--- config.mk ---
export PLATFORM = sky130hd
export DESIGN_NAME = rv32i_instr_encoder
export DESIGN_NICKNAME = d
export VERILOG_FILES = /design/src/rtl/rv32i_enc_pkg.sv /design/src/rtl/rv32i_instr_encoder_fifo.sv /design/src/rtl/rv32i_instr_encoder.sv
export SDC_FILE = /design/constraint.sdc
export NUM_CORES = 1
export LEC_CHECK = 0
export CAP_MARGIN = 15
export CORE_ASPECT_RATIO = 1.5
export CORE_MARGIN = 2
export CORE_UTILIZATION = 30
export CTS_BUF_LIST = sky130_fd_sc_hd__clkbuf_8
export CTS_CLUSTER_SIZE = 30
export DETAILED_ROUTE_END_ITERATION = 10
export PLACE_DENSITY = 0.49
export SLEW_MARGIN = 20
export SYNTH_ARGS = -nofsm -noshare
export SYNTH_HDL_FRONTEND = slang
export SYNTH_SLANG_ARGS = --single-unit
--- constraint.sdc ---
create_clock -name clk -period 6 [get_ports clk]
set_clock_uncertainty 0.1 [all_clocks]
set_input_delay 1.2 -clock clk [delete_from_list [all_inputs] [get_ports clk]]
set_output_delay 1.2 -clock clk [all_outputs]
set_load 0.02 [all_outputs]
--- src/rtl/rv32i_enc_pkg.sv ---
// ---------------------------------------------------------------------------
// rv32i_enc_pkg : shared instruction classes, opcodes and immediate limits
// Revision: 1.0
// ---------------------------------------------------------------------------
`default_nettype none

package rv32i_enc_pkg;

  typedef enum logic [3:0] {
    CLS_R      = 4'd0,
    CLS_I_ALU  = 4'd1,
    CLS_LOAD   = 4'd2,
    CLS_STORE  = 4'd3,
    CLS_BRANCH = 4'd4,
    CLS_JAL    = 4'd5,
    CLS_JALR   = 4'd6,
    CLS_LUI    = 4'd7,
    CLS_AUIPC  = 4'd8
  } instr_cls_e;

  localparam logic [6:0] OPC_OP     = 7'b0110011;
  localparam logic [6:0] OPC_OP_IMM = 7'b0010011;
  localparam logic [6:0] OPC_LOAD   = 7'b0000011;
  localparam logic [6:0] OPC_STORE  = 7'b0100011;
  localparam logic [6:0] OPC_BRANCH = 7'b1100011;
  localparam logic [6:0] OPC_JAL    = 7'b1101111;
  localparam logic [6:0] OPC_JALR   = 7'b1100111;
  localparam logic [6:0] OPC_LUI    = 7'b0110111;
  localparam logic [6:0] OPC_AUIPC  = 7'b0010111;

  localparam int signed IMM12_MIN = -2048;
  localparam int signed IMM12_MAX = 2047;
  localparam int signed IMM13_MIN = -4096;
  localparam int signed IMM13_MAX = 4094;
  localparam int signed IMM21_MIN = -(1 << 20);
  localparam int signed IMM21_MAX = (1 << 20) - 2;

  function automatic logic in_range(input logic signed [31:0] v,
                                    input int signed lo,
                                    input int signed hi);
    return (v >= lo) && (v <= hi);
  endfunction

endpackage

`default_nettype wire

--- src/rtl/rv32i_instr_encoder_fifo.sv ---
// ---------------------------------------------------------------------------
// enc_fifo : DEPTH x WIDTH synchronous FIFO with clear and occupancy count
// Revision: 1.0
// ---------------------------------------------------------------------------
`default_nettype none

module enc_fifo #(
  parameter int unsigned DEPTH = 4,
  parameter int unsigned WIDTH = 64
) (
  input  logic                       clk,
  input  logic                       rst_n,
  input  logic                       clear_i,
  input  logic                       push_i,
  input  logic [WIDTH-1:0]           wdata_i,
  input  logic                       pop_i,
  output logic [WIDTH-1:0]           rdata_o,
  output logic                       empty_o,
  output logic [$clog2(DEPTH):0]     count_o
);

  localparam int unsigned AW = $clog2(DEPTH);
  localparam int unsigned CW = AW + 1;

  logic [WIDTH-1:0] mem_q [DEPTH];
  logic [AW-1:0]    wr_ptr_q, wr_ptr_d;
  logic [AW-1:0]    rd_ptr_q, rd_ptr_d;
  logic [CW-1:0]    count_q, count_d;
  logic             do_push, do_pop;

  assign do_push = push_i && (count_q != CW'(DEPTH)) && !clear_i;
  assign do_pop  = pop_i && (count_q != '0) && !clear_i;

  always_comb begin
    wr_ptr_d = wr_ptr_q;
    rd_ptr_d = rd_ptr_q;
    count_d  = count_q;
    if (clear_i) begin
      wr_ptr_d = '0;
      rd_ptr_d = '0;
      count_d  = '0;
    end else begin
      if (do_push) wr_ptr_d = wr_ptr_q + AW'(1);
      if (do_pop)  rd_ptr_d = rd_ptr_q + AW'(1);
      case ({do_push, do_pop})
        2'b10:   count_d = count_q + CW'(1);
        2'b01:   count_d = count_q - CW'(1);
        default: count_d = count_q;
      endcase
    end
  end

  always_ff @(posedge clk or negedge rst_n) begin
    if (!rst_n) begin
      wr_ptr_q <= '0;
      rd_ptr_q <= '0;
      count_q  <= '0;
    end else begin
      wr_ptr_q <= wr_ptr_d;
      rd_ptr_q <= rd_ptr_d;
      count_q  <= count_d;
    end
  end

  // Payload storage needs no reset; validity is tracked by count_q alone.
  always_ff @(posedge clk) begin
    if (do_push) mem_q[wr_ptr_q] <= wdata_i;
  end

  assign rdata_o = mem_q[rd_ptr_q];
  assign empty_o = (count_q == '0);
  assign count_o = count_q;

endmodule

`default_nettype wire

--- src/rtl/rv32i_instr_encoder.sv ---
// ---------------------------------------------------------------------------
// rv32i_instr_encoder : packs field-level requests into RV32I words + address
// Revision: 1.0
// ---------------------------------------------------------------------------
`default_nettype none

module rv32i_instr_encoder
  import rv32i_enc_pkg::*;
#(
  parameter int unsigned DEPTH     = 4,
  parameter logic [31:0] BASE_ADDR = 32'h0000_0000
) (
  input  logic        clk,
  input  logic        rst_n,
  input  logic        clear,
  input  logic        in_valid,
  output logic        in_ready,
  input  logic [3:0]  in_cls,
  input  logic [4:0]  in_rd,
  input  logic [4:0]  in_rs1,
  input  logic [4:0]  in_rs2,
  input  logic [2:0]  in_funct3,
  input  logic        in_alt,
  input  logic [31:0] in_imm,
  output logic        out_valid,
  input  logic        out_ready,
  output logic [31:0] out_instr,
  output logic [31:0] out_addr,
  output logic        err,
  output logic [7:0]  err_cnt
);

  localparam int unsigned CNT_W = $clog2(DEPTH) + 1;

  instr_cls_e         cls;
  logic signed [31:0] imm_s;
  logic [31:0]        enc_instr;
  logic               enc_legal;
  logic               is_shift;
  logic [11:0]        imm_i;

  assign cls      = instr_cls_e'(in_cls);
  assign imm_s    = $signed(in_imm);
  assign is_shift = (in_funct3 == 3'b001) || (in_funct3 == 3'b101);
  assign imm_i    = in_imm[11:0];

  always_comb begin
    enc_instr = '0;
    enc_legal = 1'b0;
    case (cls)
      CLS_R: begin
        enc_instr = {1'b0, in_alt, 5'b0, in_rs2, in_rs1, in_funct3, in_rd, OPC_OP};
        enc_legal = !in_alt || (in_funct3 == 3'b000) || (in_funct3 == 3'b101);
      end
      CLS_I_ALU: begin
        if (is_shift) begin
          enc_instr = {1'b0, in_alt, 5'b0, in_imm[4:0], in_rs1, in_funct3, in_rd, OPC_OP_IMM};
          enc_legal = (in_imm[31:5] == '0) && !(in_alt && (in_funct3 == 3'b001));
        end else begin
          enc_instr = {imm_i, in_rs1, in_funct3, in_rd, OPC_OP_IMM};
          enc_legal = in_range(imm_s, IMM12_MIN, IMM12_MAX);
        end
      end
      CLS_LOAD: begin
        enc_instr = {imm_i, in_rs1, in_funct3, in_rd, OPC_LOAD};
        enc_legal = in_range(imm_s, IMM12_MIN, IMM12_MAX) &&
                    (in_funct3 != 3'b011) && (in_funct3 != 3'b110) && (in_funct3 != 3'b111);
      end
      CLS_JALR: begin
        enc_instr = {imm_i, in_rs1, in_funct3, in_rd, OPC_JALR};
        enc_legal = in_range(imm_s, IMM12_MIN, IMM12_MAX) && (in_funct3 == 3'b000);
      end
      CLS_STORE: begin
        enc_instr = {in_imm[11:5], in_rs2, in_rs1, in_funct3, in_imm[4:0], OPC_STORE};
        enc_legal = in_range(imm_s, IMM12_MIN, IMM12_MAX) && (in_funct3 <= 3'b010);
      end
      CLS_BRANCH: begin
        enc_instr = {in_imm[12], in_imm[10:5], in_rs2, in_rs1, in_funct3,
                     in_imm[4:1], in_imm[11], OPC_BRANCH};
        enc_legal = in_range(imm_s, IMM13_MIN, IMM13_MAX) && !in_imm[0] &&
                    (in_funct3 != 3'b010) && (in_funct3 != 3'b011);
      end
      CLS_JAL: begin
        enc_instr = {in_imm[20], in_imm[10:1], in_imm[11], in_imm[19:12], in_rd, OPC_JAL};
        enc_legal = in_range(imm_s, IMM21_MIN, IMM21_MAX) && !in_imm[0];
      end
      CLS_LUI: begin
        enc_instr = {in_imm[31:12], in_rd, OPC_LUI};
        enc_legal = (in_imm[11:0] == 12'h000);
      end
      CLS_AUIPC: begin
        enc_instr = {in_imm[31:12], in_rd, OPC_AUIPC};
        enc_legal = (in_imm[11:0] == 12'h000);
      end
      default: begin
        enc_instr = '0;
        enc_legal = 1'b0;
      end
    endcase
  end

  logic             accept, push, drop, pop;
  logic [31:0]      addr_q, addr_d;
  logic             err_q;
  logic [7:0]       err_cnt_q, err_cnt_d;
  logic [63:0]      head;
  logic             fifo_empty;
  logic [CNT_W-1:0] fifo_count;

  assign in_ready = (fifo_count < CNT_W'(DEPTH));
  assign accept   = in_valid && in_ready;
  // A clear cycle still consumes the request but neither stores nor flags it.
  assign push     = accept && enc_legal && !clear;
  assign drop     = accept && !enc_legal && !clear;
  assign pop      = out_valid && out_ready;

  always_comb begin
    addr_d    = addr_q;
    err_cnt_d = err_cnt_q;
    if (clear)     addr_d = BASE_ADDR;
    else if (push) addr_d = addr_q + 32'd4;
    if (drop && (err_cnt_q != 8'hFF)) err_cnt_d = err_cnt_q + 8'd1;
  end

  always_ff @(posedge clk or negedge rst_n) begin
    if (!rst_n) begin
      addr_q    <= BASE_ADDR;
      err_q     <= 1'b0;
      err_cnt_q <= '0;
    end else begin
      addr_q    <= addr_d;
      err_q     <= drop;
      err_cnt_q <= err_cnt_d;
    end
  end

  enc_fifo #(
    .DEPTH (DEPTH),
    .WIDTH (64)
  ) u_fifo (
    .clk     (clk),
    .rst_n   (rst_n),
    .clear_i (clear),
    .push_i  (push),
    .wdata_i ({enc_instr, addr_q}),
    .pop_i   (pop),
    .rdata_o (head),
    .empty_o (fifo_empty),
    .count_o (fifo_count)
  );

  assign out_valid = !fifo_empty;
  assign out_instr = out_valid ? head[63:32] : 32'h0;
  assign out_addr  = out_valid ? head[31:0]  : 32'h0;
  assign err       = err_q;
  assign err_cnt   = err_cnt_q;

endmodule

`default_nettype wire

==> run summary, run 1 <==
In the final routed layout, each cell accounts on average for 20.63 um. The floorplan step defined a die boundary enclosing 44,040 sq um. The final critical delay including setup and external delays was 4.692 ns; the via count normalized by instance count was 4.851. TritonCTS built the clock tree. Cells fill 37.35% of the core in the end.

Compared with the post-synthesis result, the final layout area differs by 23.21%. The run gives 1,472 as the total placed cells including tap cells. The worst hold path begins at err_cnt[7].

The worst setup path is captured at a register. Data on the critical path arrives at its endpoint at 5.07 ns. The synthesized design contains 290 register bits. Detailed placement ended at an HPWL of 20.64 mm. The number of cells traversed by the worst hold path is 1, and the post-cts repair resize count is 0.

The initial antenna violation count came out at 1. The root buffer cell chosen for the clock tree is sky130_fd_sc_hd__clkbuf_8. The count of input and output buffers is 132. The post-CTS setup buffer count was 0. The routed layout has 7,553 vias. The tools report the cell count after synthesis as 801. Leaving out fill and tap cells, the most frequent cells in the layout are 244 x sky130_fd_sc_hd__edfxtp_1, 130 x sky130_fd_sc_hd__clkdlybuf4s50_1, 62 x sky130_fd_sc_hd__and2_1, 61 x sky130_fd_sc_hd__mux4_2, 53 x sky130_fd_sc_hd__clkbuf_8. The die is 256.0 um tall. The tools report the required time reported for the critical path endpoint as 6.38 ns. Sorting the synthesized cells by area gives the leading types as sky130_fd_sc_hd__edfxtp_1 58%, sky130_fd_sc_hd__mux4_2 11%, sky130_fd_sc_hd__dfrtp_1 9.1%. The level count of the clock H-tree is 2, and the final design area excluding fillers is 15,650 sq um. The count of flip-flops with a built-in enable after synthesis came out at 244.

After clock tree synthesis, the clock-pin slew on the worst setup and hold paths is 0.06 ns. Setup repair after global routing left no endpoint under its margin. Entering global routing, the biggest net connects 66 pins.

Yosys printed 0 warnings. The global route total overflow came out at 0. The logs give 2.78 ns for the reg2reg setup slack and 3 for the maximum root-to-sink buffer count. The run gives 0 as the count of endpoints failing setup in the final report.

The fraction of synthesis flops using an asynchronous set or reset pin is 15.86%, and the floorplan die width is 172.0 um. The flow ran to the end, and the final reports show no timing, DRC or antenna violations. The critical-path maximum fanout works out to 21.

Final count of pins violating max slew: 0. The setup total negative slack was 0 ns. The most used flip-flop cell after synthesis is sky130_fd_sc_hd__edfxtp_1. For the remaining antenna violation count after routing, the log shows 0. The post-synthesis average cell area was 15.86 sq um. For this run, the register share of the synthesized area comes to 66.75%. The delay contributed by the slowest stage of the critical path was 0.85 ns. The count of hold buffers inserted by post-cts repair was 0. Clock tree synthesis found a total of 290 sinks. The non-filler instance count after layout was 1,557; the placer's final routability congestion estimate was 0.8631. The multi-input combinational cells in the finished layout cover a total of 3989 sq um. The max-capacitance violation count is 0. By startpoint and endpoint, the worst setup path is classified as input pin to register. For this design the ratio of total power to cell area is 267.7 nW/um^2. The filler cell count in the final layout was 4,048. The tools report the worst ir drop on vdd as 0.2198 mV. The worst register-to-register path has a depth of 8. TritonCTS created 45 clock buffers. The tools report the length of the first detailed-routing pass in iterations as 4. The worst slew margin relative to its limit was 47.44%. Commonest non-fill, non-tap cell in the layout: sky130_fd_sc_hd__edfxtp_1. Sort of element at the start of the critical path: an input pin.

For this run, the top clock speed supported by timing is 0.2131 GHz. For the number of core rows, the log shows 92. The tools report the detailed-route DRC error count as 0. Master of the slowest instance on the critical path: sky130_fd_sc_hd__clkdlybuf4s50_1.

Traced cell by cell, the critical path runs through clkdlybuf4s50_1 -> nand2b_1 -> nor2_1 -> a21boi_0 -> a221oi_1 -> or3_4 -> nand2_1 -> nor3_1 -> fa_1 -> or4_1 -> a31oi_1. For the static leakage, the log shows 5.356 nW. The path with the worst hold slack has its endpoint at err_cnt[7].

The first routing iteration left 568 violations. The worst register-to-register path begins at addr_q[13]. The tools report the global-route usage over all layers as 14.68%.

The effective utilization at floorplan is 30.32%. For the number of global-route vias before repair, the log shows 8,091. The number of buffer and inverter stages on the critical path works out to 1.

Top cell type by total area after synthesis: sky130_fd_sc_hd__edfxtp_1. The clock latency of the later-clocked register in the worst-skew pair is 0.57 ns, and the area share of the largest cell type after synthesis is 57.68%. The wire length of the first global-routing pass came out at 48.53 mm. For the power after layout, the log shows 0.004189 W.

135 I/O pins were placed. The family with the most delay on the worst path is simple AND/OR/NAND/NOR gates. The tools report the number of endpoints with negative hold slack in the final report as 0. The worst hold path belongs to the class register to register. The cell area that synthesis handed to floorplanning was 12,700 sq um. Registers take 8483 sq um. The total detailed-routing wirelength was 32.13 mm; the post-placement cell area was 14,750 sq um. Cells with a size suffix above 1 make up 17.54% of the layout. The tools report the area of the core region as 41,900 sq um.

In this run the critical register-to-register path is captured at addr_q[31]. The slew at the pin closest to its max-slew limit was 0.7862 ns; the final net count was 1,022. In this run, distinct cell masters in the synthesized netlist total 65.

The post-route clock period utilization works out to 78.21%.
==> worst max path at each step <==
stage | slack, ns | depth (start not counted) | to | from
after global placement | 0.91 | 10 | u_fifo.mem_q[0][47] | in_cls[0]
after detailed placement | 0.79 | 11 | u_fifo.count_o[2] | in_cls[0]
after CTS | 1.38 | 11 | u_fifo.count_o[2] | in_cls[0]
final | 1.31 | 11 | u_fifo.count_o[2] | in_cls[0]
after global routing | 1.0 | 11 | u_fifo.count_o[2] | in_cls[0]
after floorplan | -2.04 | 10 | u_fifo.mem_q[0][10] | in_cls[0]
==> synth_stat cells (6+ instances only) <==
library cell and instances:
sky130_fd_sc_hd__o21ai_0 18, sky130_fd_sc_hd__buf_1 7, sky130_fd_sc_hd__nor4_1 8, sky130_fd_sc_hd__nor3_1 8, sky130_fd_sc_hd__dfrtp_1 46, sky130_fd_sc_hd__xnor2_1 26
sky130_fd_sc_hd__mux4_2 61, sky130_fd_sc_hd__nand2b_1 8, sky130_fd_sc_hd__and3_1 8, sky130_fd_sc_hd__a2111oi_2 8, sky130_fd_sc_hd__nand4_1 18, sky130_fd_sc_hd__inv_1 16
sky130_fd_sc_hd__a22o_1 12, sky130_fd_sc_hd__clkbuf_1 24, sky130_fd_sc_hd__and2_1 62, sky130_fd_sc_hd__a22oi_1 8, sky130_fd_sc_hd__a21oi_1 20, sky130_fd_sc_hd__ha_1 6
sky130_fd_sc_hd__nor2_1 42, sky130_fd_sc_hd__nor2b_1 6, sky130_fd_sc_hd__nand3_1 19, sky130_fd_sc_hd__nand2_1 45, sky130_fd_sc_hd__edfxtp_1 244
==> layer usage <==
layer  vias up  GRT usage [%]  routed length [um]  share of wire [%]
met2       197          26.55               16840                 52
met5         -              0                   0                  0
li1       3439              -                   -                  -
met1      3846          17.09               12870                 40
met4         0          5.789                1009                3.1
met3        71          2.412                1403                4.4
==> cells by family (layout without fill, tap and decap cells) <==
group / Yosys count / in the layout / synth area share (%)
AOI/OAI and AO/OA: 99 / 99 / 6.423
xor gates and xnor gates: 30 / 30 / 2.069
other: 1 / 3 / 0.02952
adders and majority gates: 7 / 7 / 0.7486
buffers and inverters: 59 / 249 / 2.108
DFF: 290 / 290 / 66.75
and+or+nand+nor: 249 / 249 / 10.65
muxes: 66 / 66 / 11.23
==> final cells by class <==
type / count / area share [%]
inverter: 16 / 0.3838
clock inverter: 31 / 1.063
clock buffer: 53 / 4.661
tap: 564 / 4.509
timing repair buffer: 149 / 9.674
sequential: 290 / 54.21
multi-input combinational: 453 / 25.49
antenna: 1 / 0.01599
==> power by group <==
| part | switching, W | internal, W | total, W |
|---|---|---|---|
| registers | 0.0000314 | 0.00220 | 0.00223 |
| logic | 0.000176 | 0.000151 | 0.000326 |
| clock network | 0.000777 | 0.000854 | 0.00163 |
| total | 0.000984 | 0.00320 | 0.00419 |
==> flip-flops by register name (all words and copies together), names as in the netlist <==
signal / flops
addr_q: 30
err: 1
err_cnt: 8
u_fifo.count_o: 3
u_fifo.mem_q: 244
u_fifo.rd_ptr_q: 2
u_fifo.wr_ptr_q: 2
==> stage by stage <==
stage | hold slack (ns) | setup slack [ns]
floorplan | 0.3886 | -2.040
global placement | 0.3987 | 0.9051
detailed placement | 0.4018 | 0.7853
CTS | 0.4131 | 1.383
global route | 0.4265 | 0.9953
finish | 0.4004 | 1.308
==> worst reg2reg max path, stage by stage (launching register included) <==
cell                      delay, ns
sky130_fd_sc_hd__dfrtp_1       0.50
sky130_fd_sc_hd__nand4_1       0.24
sky130_fd_sc_hd__nor4_1        0.65
sky130_fd_sc_hd__nand4_1       0.30
sky130_fd_sc_hd__nor2_1        0.33
sky130_fd_sc_hd__and3_1        0.24
sky130_fd_sc_hd__and3_1        0.26
sky130_fd_sc_hd__nand4_1       0.17
sky130_fd_sc_hd__mux2_2        0.30
(Power assumes the default switching activity.)
==> run 2: changes to the inputs <==
clock period = 4.3 ns   (was 6 ns; I/O delays follow)
==> run summary, run 2 (synthesis gave the netlist of run 1 again) <==
Post-route clock period utilization: 90.21%. The clock latency of the later-clocked register in the worst-skew pair was 0.55 ns; the die boundary height was 256.0 um. The die covers 44,040 sq um.

Traced cell by cell, the critical path runs through buf_12 -> mux4_2 -> and2_1 -> clkdlybuf4s50_1. The fraction of layout instances using a drive strength above 1 was 21.46%. Entering global routing, the biggest net connects 66 pins. The number of endpoints with negative hold slack in the final report is 0. In the global route stage, overall resource usage came out at 15.39%. In this design, the stage delay of the slowest critical-path cell is 0.76 ns. After clock tree synthesis, the flow added hold-fix buffers numbering 0. The slew at the pin closest to its max-slew limit is 0.8536 ns, and the effective utilization at floorplan is 30.32%.

The number of core rows came out at 92. The register with the most flip-flops in the layout has 244 of them. The capture point of the worst reg-to-reg path was addr_q[31]. The final core area utilization was 38.69%; the via count was 7,808. Setup repair after global routing left no endpoint under its margin.

Data arrives at the worst endpoint at 2.92 ns. The count of input and output buffers was 132; the count of endpoints failing setup in the final report was 0. Measured against its own limit, the worst slew margin works out to 42.93%. The number of setup buffers added after CTS is 0. Dividing the detail-routed wire length by the instance count gives 21.13 um. The library cell used most frequently in the layout, excluding fill and tap cells, is sky130_fd_sc_hd__edfxtp_1. Summing all placed instances gives a cell area of 15,330 sq um. The slowest stage of the critical path belongs to the cell sky130_fd_sc_hd__dfrtp_4. The tree is rooted in a sky130_fd_sc_hd__clkbuf_8. In this run the worst path has a maximum fanout of 24.

For the worst setup path, the data required time is 3.34 ns. The worst setup path is launched from a register. The tools report the final count of pins violating max slew as 0.

For this design the static power due to leakage is 5.614 nW. The die is 172.0 um wide. Once detailed placement completed, the half-perimeter wirelength came to 23.48 mm. The library cells used most frequently in the layout, excluding fill and tap cells, are 244 x sky130_fd_sc_hd__edfxtp_1, 130 x sky130_fd_sc_hd__clkdlybuf4s50_1, 62 x sky130_fd_sc_hd__and2_1, 61 x sky130_fd_sc_hd__mux4_2, 50 x sky130_fd_sc_hd__clkbuf_8. The CTS sink count was 290. For this run the aggregate overflow at the end of global routing stands at 0.

The flow ran to the end, and the final reports show no timing, DRC or antenna violations. The remaining antenna violation count after routing is 0. The final net count is 1,062.

The run gives 2 as the level count of the clock H-tree. The maximum root-to-sink buffer count was 3. The placer's final routability congestion estimate was 0.8455; the post-cts repair resize count was 0.

The region available for standard cell placement spans 41,900 sq um. The run gives 1 as the initial antenna violation count. Dividing total power by cell area gives a power density of 360.2 nW/um^2. Cell count of the worst reg-to-reg path: 8. The via count normalized by instance count works out to 4.895.

The register containing the most flip-flops in the final layout is u_fifo.mem_q. In this run the worst hold path is classified as input pin to async pin. For the reg2reg setup slack, the log shows 1.17 ns. The max-capacitance violation count is 0, and the number of violations reported at the end of detailed-routing iteration 0 is 475. The worst setup path is captured at a primary output.

For the detailed-route DRC error count, the log shows 0. Clock-pin slew of the registers on the worst-case setup and hold paths: 0.06 ns. The number of buffers created by CTS was 45. The finished cells cover 16,210 sq um. Derived from the worst setup path, the maximum achievable clock frequency is 0.2578 GHz.

The final critical delay including setup and external delays came out at 3.879 ns. For this design the top-level I/O count stands at 135. By startpoint and endpoint, the worst setup path is classified as register to primary output. For the number of global-route vias before repair, the log shows 8,276. VDD sags by at most 0.2983 mV.

Before antenna repair, the detailed router went through 5 iterations. The routed design has 33.70 mm of wire. Summed over all failing endpoints, the final setup total negative slack is 0 ns.

The wire length of the first global-routing pass is 50.57 mm. Relative to the synthesized area, the layout overhead comes to 27.62%. The run gives 3,997 as the filler cell count in the final layout. The beginning of the worst register-to-register path was addr_q[13].

TritonCTS built the clock tree.
==> run 2: critical path: cells and delay by family (launching register included) <==
| kind | cells | cell delay (ns) |
|---|---|---|
| mux | 1 | 0.58 |
| simple gates | 1 | 0.18 |
| buf+inv | 2 | 0.84 |
| flops | 1 | 0.76 |
==> run 2: worst max-delay path by stage <==
stage / start / to / cells after the start
floorplan: in_imm[28] / u_fifo.mem_q[0][10] / 9
global placement: in_imm[29] / u_fifo.mem_q[1][16] / 11
detailed placement: in_imm[29] / u_fifo.mem_q[1][16] / 11
CTS: u_fifo.rd_ptr_q[0] / out_addr[14] / 4
global route: u_fifo.rd_ptr_q[0] / out_addr[14] / 4
finish: u_fifo.rd_ptr_q[0] / out_addr[14] / 4
==> run 2: power breakdown <==
part	internal, W	switching (W)	total [W]	leakage [nW]
combinational	0.000228	0.000260	0.000488	2.00
sequential	0.00307	0.0000418	0.00311	3.12
clock	0.00119	0.00105	0.00224	0.492
==> run 2: layer usage <==
layer	track usage [%]	wire length (um)	vias up
li1	-	-	3514
met1	16.95	12610	3980
met2	28.85	18300	238
met3	2.629	1571	76
met4	6.069	1215	0
met5	0	0	-
==> run 2: metrics by stage <==
| step | std cells | hold slack [ns] | total power (W) | setup WS (ns) |
|---|---|---|---|---|
| after floorplan | 802 | 0.3886 | 0.003399 | -0.1935 |
| after global placement | 1512 | 0.3800 | 0.003663 | 0.05688 |
| after detailed placement | 1512 | 0.3860 | 0.003661 | 0.02399 |
| after CTS | 1594 | 0.1541 | 0.005937 | 0.2861 |
| after global routing | 1595 | 0.1776 | 0.006079 | 0.2253 |
| final | 1595 | 0.1811 | 0.005839 | 0.4210 |
==> run 2: layout make-up <==
class,instances,area (sq um),area share (%)
diodes,1,2.502,0.01544
repair buffers,189,2014,12.43
inverters,16,60.06,0.3705
multi-input cells,453,4066,25.08
clock buffers,50,688.2,4.245
well taps,564,705.7,4.353
clock inverters,32,190.2,1.173
flip-flops and latches,290,8483,52.33
==> run 3: changes to the inputs <==
PLACE_DENSITY = 0.48   (was 0.49)
TNS_END_PERCENT = 20   (was not set)
clock period = 4.8 ns   (was 4.3 ns; I/O delays follow)
==> run summary, run 3 (synthesis gave the netlist of run 1 again) <==
The number of flip-flops under the largest register name was 244. The worst pin sits at a relative slew slack of 44.22%. TritonCTS built the clock tree. The final routed wire length divided by cell count was 20.67 um.

Clock tree synthesis inserted a total of 45 buffers. The tools report the root buffer cell as sky130_fd_sc_hd__clkbuf_8. Clock latency on the worst-skew pair, taken at its later pin, is 0.57 ns. Once detailed placement completed, the half-perimeter wirelength came to 21.73 mm. The worst register-to-register path has a setup slack of 1.63 ns. The count of input and output buffers came out at 132.

The capture point of the worst reg-to-reg path is addr_q[31]. STA classifies the critical path endpoint as a primary output. The first global-routing pass estimated 49.42 mm of wire. Using the TritonRoute via totals, the vias-per-cell ratio works out to 4.847. The run gives 0 as the final count of pins violating max slew.

The fraction of layout instances using a drive strength above 1 came out at 18.25%. The final layout contains routed wiring with a total length of 32.51 mm. The setup total negative slack is 0 ns, and the power after layout is 0.005261 W. The count of hold buffers inserted by post-cts repair was 0. The area growth from synthesis to layout is 24.62%. The number of gates resized after CTS was 0. The global-route usage over all layers was 14.95%.

Setup repair after global routing left no endpoint under its margin. The flow ran to the end, and the final reports show no timing, DRC or antenna violations. Setup violations remaining at the end of the flow were counted as 0. The sort of element at the start of the critical path is a register. The floorplan die width works out to 172.0 um. The effective utilization at floorplan was 30.32%; the number of violations reported at the end of detailed-routing iteration 0 was 537. The final critical path takes up 84.71% of the cycle. The cell count of the worst reg-to-reg path came out at 8. The number of global-route vias before repair is 8,109, and the worst ir drop on vdd is 0.2682 mV.

The tools report the level count of the clock H-tree as 2. The power density over the cells was 332.3 nW/um^2; the placer's final routability congestion estimate was 0.8367. The library cells used most frequently in the layout, excluding fill and tap cells, are 244 x sky130_fd_sc_hd__edfxtp_1, 130 x sky130_fd_sc_hd__clkdlybuf4s50_1, 62 x sky130_fd_sc_hd__and2_1, 61 x sky130_fd_sc_hd__mux4_2. The maximum root-to-sink buffer count is 3. In this run the static leakage power is 5.461 nW. The beginning of the worst register-to-register path is addr_q[13]. Critical-path maximum fanout: 26. The kind of critical path was register to primary output. The remaining antenna violation count after routing was 0.

The number of ports placed on the die boundary was 135. The data arrival time of the critical path came out at 3.01 ns. The final critical delay including setup and external delays was 4.066 ns. The worst min-delay path class was input pin to async pin. In this run the worst setup path begins at u_fifo.rd_ptr_q[0]. After detailed routing, the number of remaining DRC violations is 0. The length of the first detailed-routing pass in iterations is 5, and the number of core rows is 92.

Clock tree synthesis found a total of 290 sinks. Initial antenna violation count: 2. The tools report the area enclosed by the die boundary as 44,040 sq um.

After clock tree synthesis, the clock-pin slew on the worst setup and hold paths is 0.07 ns. Summing over every cut layer, the via total after detailed routing is 7,625. The floorplan step defined a core boundary enclosing 41,900 sq um. Timing would allow up to 0.2459 GHz. The tools report the number of endpoints with negative hold slack in the final report as 0. Ranked by flip-flop count, first place goes to u_fifo.mem_q.

For this run the aggregate overflow at the end of global routing stands at 0. The logs give 3.74 ns for the required time reported for the critical path endpoint and 0 for the post-CTS setup buffer count. The commonest non-fill, non-tap cell in the layout was sky130_fd_sc_hd__edfxtp_1.

Measured along the y axis, the die boundary spans 256.0 um. Max-cap violations in this run came to 0. The run gives 1,039 as the final net count. For the pin with the worst max-slew slack, the measured transition is 0.8344 ns.

Entering global routing, the biggest net connects 66 pins.
==> run 3: changes by cell type in the layout (fill, tap and decap cells not counted), moves of 2 or more <==
cell	change
sky130_fd_sc_hd__bufinv_16	+2
sky130_fd_sc_hd__clkbuf_8	-5
sky130_fd_sc_hd__buf_4	-10
sky130_fd_sc_hd__clkinv_2	-5
sky130_fd_sc_hd__a21boi_1	-2
sky130_fd_sc_hd__inv_6	+2
sky130_fd_sc_hd__nor2_1	+2
sky130_fd_sc_hd__a21boi_0	+2
sky130_fd_sc_hd__inv_1	+7
sky130_fd_sc_hd__buf_12	-13
==> run 3: per-stage QoR <==
step	cell area (sq um)	instances	hold slack [ns]	worst slack (ns)	utilization [%]
floorplan	12750	802	0.3886	0.01121	-
finish	15830	1573	0.2577	0.7338	37.78
CTS	15820	1572	0.2461	0.6087	37.76
detailed placement	14940	1489	0.3858	0.2676	35.65
global placement	14940	1489	0.3885	0.3083	35.65
global route	15830	1573	0.2688	0.5614	37.78
==> run 3: routing by layer <==
metal | wire length, um | global-route usage [%]
met5 | 0 | 0
met4 | 1083 | 5.742
met2 | 17020 | 26.65
met1 | 12800 | 17.75
met3 | 1609 | 2.598
==> run 3: critical path, stage by stage, from the launching register on <==
cell,delay [ns]
sky130_fd_sc_hd__dfrtp_4,0.79
sky130_fd_sc_hd__buf_4,0.34
sky130_fd_sc_hd__mux4_2,0.58
sky130_fd_sc_hd__and2_1,0.18
sky130_fd_sc_hd__clkdlybuf4s50_1,0.53
==> run 3: power by group <==
group	total, W	internal (W)	leakage (nW)	switching, W
registers	0.00279	0.00275	3.12	0.0000366
clock network	0.00206	0.00110	0.513	0.000958
logic	0.000418	0.000194	1.83	0.000224
total	0.00526	0.00404	5.46	0.00122
==> run 3: how the worst max path moves through the flow <==
| stage | cells past startpoint | to | slack, ns |
|---|---|---|---|
| floorplan | 10 | u_fifo.mem_q[0][10] | 0.01 |
| global placement | 10 | u_fifo.mem_q[0][5] | 0.31 |
| detailed placement | 10 | u_fifo.mem_q[0][47] | 0.27 |
| CTS | 4 | out_instr[21] | 0.61 |
| global route | 4 | out_instr[21] | 0.56 |
| finish | 4 | out_instr[21] | 0.73 |
==> run 3: final cells by class <==
class | instances | area [sq um]
timing repair buffer | 166 | 1679
sequential | 290 | 8483
clock buffer | 45 | 619.3
tap | 564 | 705.7
antenna | 1 | 2.502
clock inverter | 38 | 265.3
fill | 4033 | 26070
multi-input combinational | 453 | 4014
inverter | 16 | 60.06
